===== src/rtl/jtag_vpi_pkg.sv =====
// Shared opcodes, FSM state type and pin-drive helper for the JTAG bit-bang sequencer.
package jtag_vpi_pkg;

  localparam int DATA_W_DEF = 64;
  localparam int LEN_W      = 7;
  localparam int RESET_LEN  = 5;

  localparam logic [2:0] OP_RESET     = 3'd0;
  localparam logic [2:0] OP_TMS_SEQ   = 3'd1;
  localparam logic [2:0] OP_SCAN      = 3'd2;
  localparam logic [2:0] OP_SCAN_FLIP = 3'd3;
  localparam logic [2:0] OP_STOP      = 3'd4;

  typedef enum logic [1:0] {ST_IDLE, ST_LOW, ST_HIGH, ST_DONE} state_t;

  // Returns {tms, tdi} for one shifted bit.
  function automatic logic [1:0] drive_bits(input logic [2:0] op, input logic data_bit,
                                            input logic last_bit);
    case (op)
      OP_RESET:     drive_bits = 2'b10;
      OP_TMS_SEQ:   drive_bits = {data_bit, 1'b0};
      OP_SCAN:      drive_bits = {1'b0, data_bit};
      OP_SCAN_FLIP: drive_bits = {last_bit, data_bit};
      default:      drive_bits = 2'b00;
    endcase
  endfunction

endpackage


===== src/rtl/jtag_tck_gen.sv =====
// TCK generator: TCK_HALF clk cycles per phase, with rise/fall strobes marking the edge that toggles tck.
module jtag_tck_gen #(
  parameter int TCK_HALF = 2
) (
  input  logic clk,
  input  logic rst,
  input  logic start,
  input  logic stop,
  output logic tck,
  output logic rise,
  output logic fall
);

  localparam int CNT_W = (TCK_HALF > 1) ? $clog2(TCK_HALF) : 1;
  localparam logic [CNT_W-1:0] CNT_LAST = CNT_W'(TCK_HALF - 1);

  logic [CNT_W-1:0] cnt_reg;
  logic             tck_reg;
  logic             run_reg;
  logic             wrap;

  assign wrap = run_reg && (cnt_reg == CNT_LAST);
  assign rise = wrap && !tck_reg;
  assign fall = wrap && tck_reg;
  assign tck  = tck_reg;

  always_ff @(posedge clk) begin
    if (rst) begin
      cnt_reg <= '0;
      tck_reg <= 1'b0;
      run_reg <= 1'b0;
    end else if (start) begin
      cnt_reg <= '0;
      tck_reg <= 1'b0;
      run_reg <= 1'b1;
    end else if (run_reg) begin
      if (wrap) begin
        cnt_reg <= '0;
        tck_reg <= ~tck_reg;
        // Stopping on a fall leaves tck parked low.
        if (fall && stop) run_reg <= 1'b0;
      end else begin
        cnt_reg <= cnt_reg + CNT_W'(1);
      end
    end
  end

endmodule


===== src/rtl/jtag_vpi_master.sv =====
// JTAG bit-bang sequencer in front of the SoC debug TAP. Optional macro JTAG_VPI_STOP_EN
// makes opcode 4 raise a sticky stop request; otherwise opcode 4 is an empty response.
module jtag_vpi_master
  import jtag_vpi_pkg::*;
#(
  parameter int TCK_HALF = 2,
  parameter int DATA_W   = DATA_W_DEF
) (
  input  logic              clk,
  input  logic              rst,
  input  logic              enable,
  input  logic              init_done,
  input  logic              cmd_valid,
  output logic              cmd_ready,
  input  logic [2:0]        cmd_op,
  input  logic [LEN_W-1:0]  cmd_len,
  input  logic [DATA_W-1:0] cmd_data,
  output logic              rsp_valid,
  output logic [DATA_W-1:0] rsp_data,
  output logic              tms,
  output logic              tck,
  output logic              tdi,
  input  logic              tdo,
  output logic              stop
);

  localparam logic [LEN_W-1:0] MAX_LEN = (DATA_W > 127) ? 7'd127 : LEN_W'(DATA_W);

  state_t            state_reg, state_next;
  logic [2:0]        op_reg;
  logic [LEN_W-1:0]  len_reg, bit_reg, bit_inc, eff_len;
  logic [DATA_W-1:0] shift_reg, shift_nx, mask_reg, rsp_reg;
  logic              tms_reg, tdi_reg;
  logic              accept, go, last_bit, next_last;
  logic              tck_start, tck_stop, tck_rise, tck_fall;
  logic [1:0]        pins_first, pins_next;

  assign cmd_ready = !rst && (state_reg == ST_IDLE) && enable && init_done;
  assign accept    = cmd_valid && cmd_ready;
  assign eff_len   = (cmd_op == OP_RESET) ? LEN_W'(RESET_LEN)
                   : ((cmd_len > MAX_LEN) ? MAX_LEN : cmd_len);
  assign go        = (cmd_op <= OP_SCAN_FLIP) && (eff_len != '0);

  assign last_bit  = (bit_reg == len_reg - LEN_W'(1));
  assign bit_inc   = bit_reg + LEN_W'(1);
  assign next_last = (bit_inc == len_reg - LEN_W'(1));
  assign shift_nx  = shift_reg >> 1;
  assign pins_first = drive_bits(cmd_op, cmd_data[0], eff_len == LEN_W'(1));
  assign pins_next  = drive_bits(op_reg, shift_nx[0], next_last);

  jtag_tck_gen #(.TCK_HALF(TCK_HALF)) u_tck_gen (
    .clk   (clk),
    .rst   (rst),
    .start (tck_start),
    .stop  (tck_stop),
    .tck   (tck),
    .rise  (tck_rise),
    .fall  (tck_fall)
  );

  always_ff @(posedge clk) begin
    if (rst) state_reg <= ST_IDLE;
    else     state_reg <= state_next;
  end

  always_comb begin
    state_next = state_reg;
    tck_start  = 1'b0;
    tck_stop   = 1'b0;
    case (state_reg)
      ST_IDLE: if (accept) begin
        tck_start  = go;
        state_next = go ? ST_LOW : ST_DONE;
      end
      ST_LOW:  if (tck_rise) state_next = ST_HIGH;
      ST_HIGH: if (tck_fall) begin
        tck_stop   = last_bit;
        state_next = last_bit ? ST_DONE : ST_LOW;
      end
      default: state_next = ST_IDLE;
    endcase
  end

  always_ff @(posedge clk) begin
    if (rst) begin
      op_reg    <= '0;
      len_reg   <= '0;
      bit_reg   <= '0;
      shift_reg <= '0;
      mask_reg  <= '0;
      rsp_reg   <= '0;
      tms_reg   <= 1'b0;
      tdi_reg   <= 1'b0;
    end else if (state_reg == ST_IDLE && accept) begin
      op_reg    <= cmd_op;
      len_reg   <= eff_len;
      bit_reg   <= '0;
      shift_reg <= cmd_data;
      mask_reg  <= DATA_W'(1);
      rsp_reg   <= '0;
      if (go) {tms_reg, tdi_reg} <= pins_first;
    end else if (state_reg == ST_LOW && tck_rise) begin
      if (tdo) rsp_reg <= rsp_reg | mask_reg;
    end else if (state_reg == ST_HIGH && tck_fall && !last_bit) begin
      bit_reg   <= bit_inc;
      shift_reg <= shift_nx;
      mask_reg  <= mask_reg << 1;
      {tms_reg, tdi_reg} <= pins_next;
    end
  end

  assign rsp_valid = !rst && (state_reg == ST_DONE);
  assign rsp_data  = rsp_reg;
  assign tms       = tms_reg;
  assign tdi       = tdi_reg;

`ifdef JTAG_VPI_STOP_EN
  logic stop_reg;
  always_ff @(posedge clk) begin
    if (rst)                             stop_reg <= 1'b0;
    else if (accept && cmd_op == OP_STOP) stop_reg <= 1'b1;
  end
  assign stop = stop_reg;
`else
  assign stop = 1'b0;
`endif

endmodule


===== config.mk =====
export PLATFORM = sky130hd
export DESIGN_NAME = jtag_vpi_master
export DESIGN_NICKNAME = d
export VERILOG_FILES = /design/src/rtl/jtag_vpi_pkg.sv /design/src/rtl/jtag_tck_gen.sv /design/src/rtl/jtag_vpi_master.sv
export SDC_FILE = /design/constraint.sdc
export NUM_CORES = 1
export LEC_CHECK = 0
export BUFFER_PORTS_ARGS = -buffer_cell sky130_fd_sc_hd__buf_4
export CAP_MARGIN = 20
export CORE_MARGIN = 5
export CORE_UTILIZATION = 30
export DETAILED_ROUTE_END_ITERATION = 10
export PLACE_DENSITY = 0.53
export SYNTH_ARGS = -nofsm -noshare
export SYNTH_HDL_FRONTEND = slang
export SYNTH_SLANG_ARGS = --single-unit

===== constraint.sdc =====
create_clock -name clk -period 2.8 [get_ports clk]
set_input_delay 0.56 -clock clk [delete_from_list [all_inputs] [get_ports clk]]
set_output_delay 0.56 -clock clk [all_outputs]
set_load 0.01 [all_outputs]

==> impl_metrics.py <==
metrics = {
    "routing": {
        "wl_um": 22290,
        "drtAntennaViolNets": 0,
        "first_pass_iters": 5,
        "drc": 0,
        "vias": 7338,
        "viasPerCell": 4.860,
        "wl_per_cell_um": 14.76,
        "drtIter0Drc": 506,
    },
    "synth": {
        "synth-warning-count": 0,
        "yosys-top-cells-area": "dfxtp_1 (52%), a21oi_1 (12%), nand2_1 (9.4%)",
        "synth_top_cell_by_area": "dfxtp_1",
        "synth.top_cell.area_share_pct": 52.17,
        "synth_nets": 1110,
        "ys_types": 42,
        "yosys_register_bits": 215,
        "ys_async_sr_fraction_pct": 0,
        "synth_cells": 1028,
        "synth-main-ff-cell": "dfxtp_1",
        "syn_area_um2": 8250,
        "syn_area_per_cell_um2": 8.026,
        "ys_seq_area_share_pct": 52.17,
        "synth-edff-count": 0,
    },
    "floorplanning": {
        "core_um2": 27030,
        "rows": 60,
        "design.die.area_um2": 30920,
        "fp.dieH_um": 175.8,
        "io_pins": 150,
        "start_util_pct": 30.53,
        "fp.dieW_um": 175.8,
    },
    "finish": {
        "final_common_cell": "dfxtp_1",
        "drive_above_1_share_pct": 19.85,
        "fillers": 2784,
        "area_growth_pct": 29.50,
        "nets": 1234,
        "num_antenna_cells": 0,
        "mostFrequentLayoutCells": "dfxtp_1 (215), nand2_1 (206), a21oi_1 (202)",
    },
    "run_status": {
        "status": "complete, no violations",
    },
    "global_routing": {
        "gr-total-overflow": 0,
        "grt_antenna_before_repair": 0,
        "grt_usage_pct": 13.43,
        "grt_pass1_wl_um": 35580,
        "grt_pass1_vias": 6905,
        "grt_max_degree": 85,
    },
    "power_and_ir_drop": {
        "p_int_mw": 5.311,
        "p_switching_mw": 1.466,
        "ir_drop_v": 0.0003773,
        "clkPwrFrac_pct": 49.3,
        "leakagePower_nw": 4.040,
        "power_density_nw_per_um2": 634.3,
        "switching_share_pct": 21.63,
        "power_frac_seq_pct": 46.1,
        "combinationalPowerShare_pct": 4.6,
    },
    "sta": {
        "drv_slew": 0,
        "relSlewSlack_pct": 38.96,
        "fin_hold_ws_ns": 0.2727,
        "rsz0062_at_grt": "yes",
        "hold_violations": 0,
        "tns_ns": 0,
        "period_minus_slack_ns": 2.673,
        "fmax_mhz": 374.1,
        "clock_skew_ns": 0.01712,
        "finalCritPeriodShare_pct": 95.47,
        "setup-violations-final": 0,
        "worstMarginPinSlew_ns": 0.9157,
    },
    "placed_design": {
        "dpl.hpwl_um": 13860,
        "gp_congestion": 0.7587,
        "io_buffers": 148,
    },
    "clocking": {
        "cts_buffers": 25,
        "clk_pin_slew_ns": 0.06,
        "h-tree-depth": 1,
        "clock_tree.root_cell": "clkbuf_16",
        "tritoncts": "yes",
        "insertion_delay_ns": 0.52,
        "clock-sinks": 215,
        "clockBufferDepth": 3,
    },
    "run": {
        "maxCapViolations": 0,
    },
    "setup_path": {
        "critPathCaptureType": "register",
        "path_max_fanout": 28,
        "required_ns": 3.21,
        "worst_setup_path_start_kind": "register",
        "crit_arrival_ns": 3.09,
        "crit_type": "register to register",
    },
    "worst_hold_path": {
        "holdCritPathClass": "primary input to register",
    },
}
synth_stat cells (2+ instances only):
library cell / count
nor4_1: 3
nand3_1: 13
or3_1: 7
xor2_1: 7
nor2b_1: 2
clkbuf_1: 49
ha_1: 2
nand3b_1: 7
nand2_1: 207
o31ai_1: 6
nor2_1: 142
buf_1: 7
o21ai_0: 7
o21a_1: 5
and3_1: 3
a211oi_1: 63
nor3b_1: 2
a21oi_1: 204
buf_2: 22
dfxtp_1: 215
a221oi_1: 2
a21boi_0: 2
and2_1: 2
inv_1: 7
nor3_1: 13
xnor2_1: 13
worst paths after layout:
kind	from	end	slack, ns	cells after the start
max	len_reg[0]	shift_reg[8]	0.13	11
min	cmd_op[0]	op_reg[0]	0.27	3
max reg2reg	len_reg[0]	shift_reg[8]	0.13	11
min reg2reg	shift_reg[24]	shift_reg[24]	0.46	2
critical path: stages, from the launching register on:
cell,delay (ns)
dfxtp_1,0.35
inv_1,0.11
ha_2,0.23
inv_1,0.07
or3_1,0.35
xnor2_2,0.17
or3_4,0.42
o21ai_4,0.21
buf_6,0.17
clkbuf_16,0.21
nand2_1,0.07
a211oi_1,0.21
cell type report:
cell class              instances  area, µm²  area share [%]
repair buffers                177       1443           13.50
flip-flops and latches        215       4304           40.29
inverters                       7      26.28          0.2459
clock buffers                  33      715.7           6.699
clock inverters                11      138.9           1.300
well taps                     341      426.7           3.993
multi-input cells             726       3630           33.97
through the flow:
| stage | total power [mW] | std cells | area, µm² | setup WS [ns] | util, % |
|---|---|---|---|---|---|
| detailed placement | 3.498 | 1461 | 9712 | 0.08523 | 35.94 |
| global route | 7.024 | 1510 | 10680 | -0.008983 | 39.53 |
| floorplan | 3.345 | 1028 | 8250 | 0.3014 | - |
| CTS | 6.873 | 1505 | 10570 | 0.06731 | 39.10 |
| finish | 6.777 | 1510 | 10680 | 0.1268 | 39.53 |
| global placement | 3.501 | 1461 | 9712 | 0.1632 | 35.94 |
metal layers:
layer / global-route usage (%) / part of all wire (%)
met1: 19.79 / 50
met2: 19.77 / 42
met3: 3.186 / 6.1
met4: 3.314 / 1.9
met5: 0 / 0
power groups by stage:
stage | combinational (mW) | clock [mW] | sequential (mW)
final | 0.312 | 3.34 | 3.12
after floorplan | 0.162 | 0 | 3.18
after detailed placement | 0.308 | 0 | 3.19
after CTS | 0.310 | 3.44 | 3.12
after global routing | 0.345 | 3.55 | 3.13
after global placement | 0.310 | 0 | 3.19
kinds of logic (layout without fill, tap and decap cells):
family	count (synthesis)	count (layout)	synth area share (%)
buffers and inverters	87	228	4.429
AO/OA/AOI/OAI	294	294	20.56
AND/OR/NAND/NOR	409	409	20.37
other	1	1	0.04545
flip-flops	215	215	52.17
XOR/XNOR	20	20	2.123
adder cells (fa/ha/maj)	2	2	0.3033
what timing repair did:
| action | 4_1_cts | 5_1_grt |
|---|---|---|
| buffers inserted | 0 | 2 |
| resized for setup | 0 | 9 |
| setup endpoints to repair | 0 | 134 |
| hold buffers | 0 | 0 |
No activity file was read; power rests on OpenSTA's default activity.
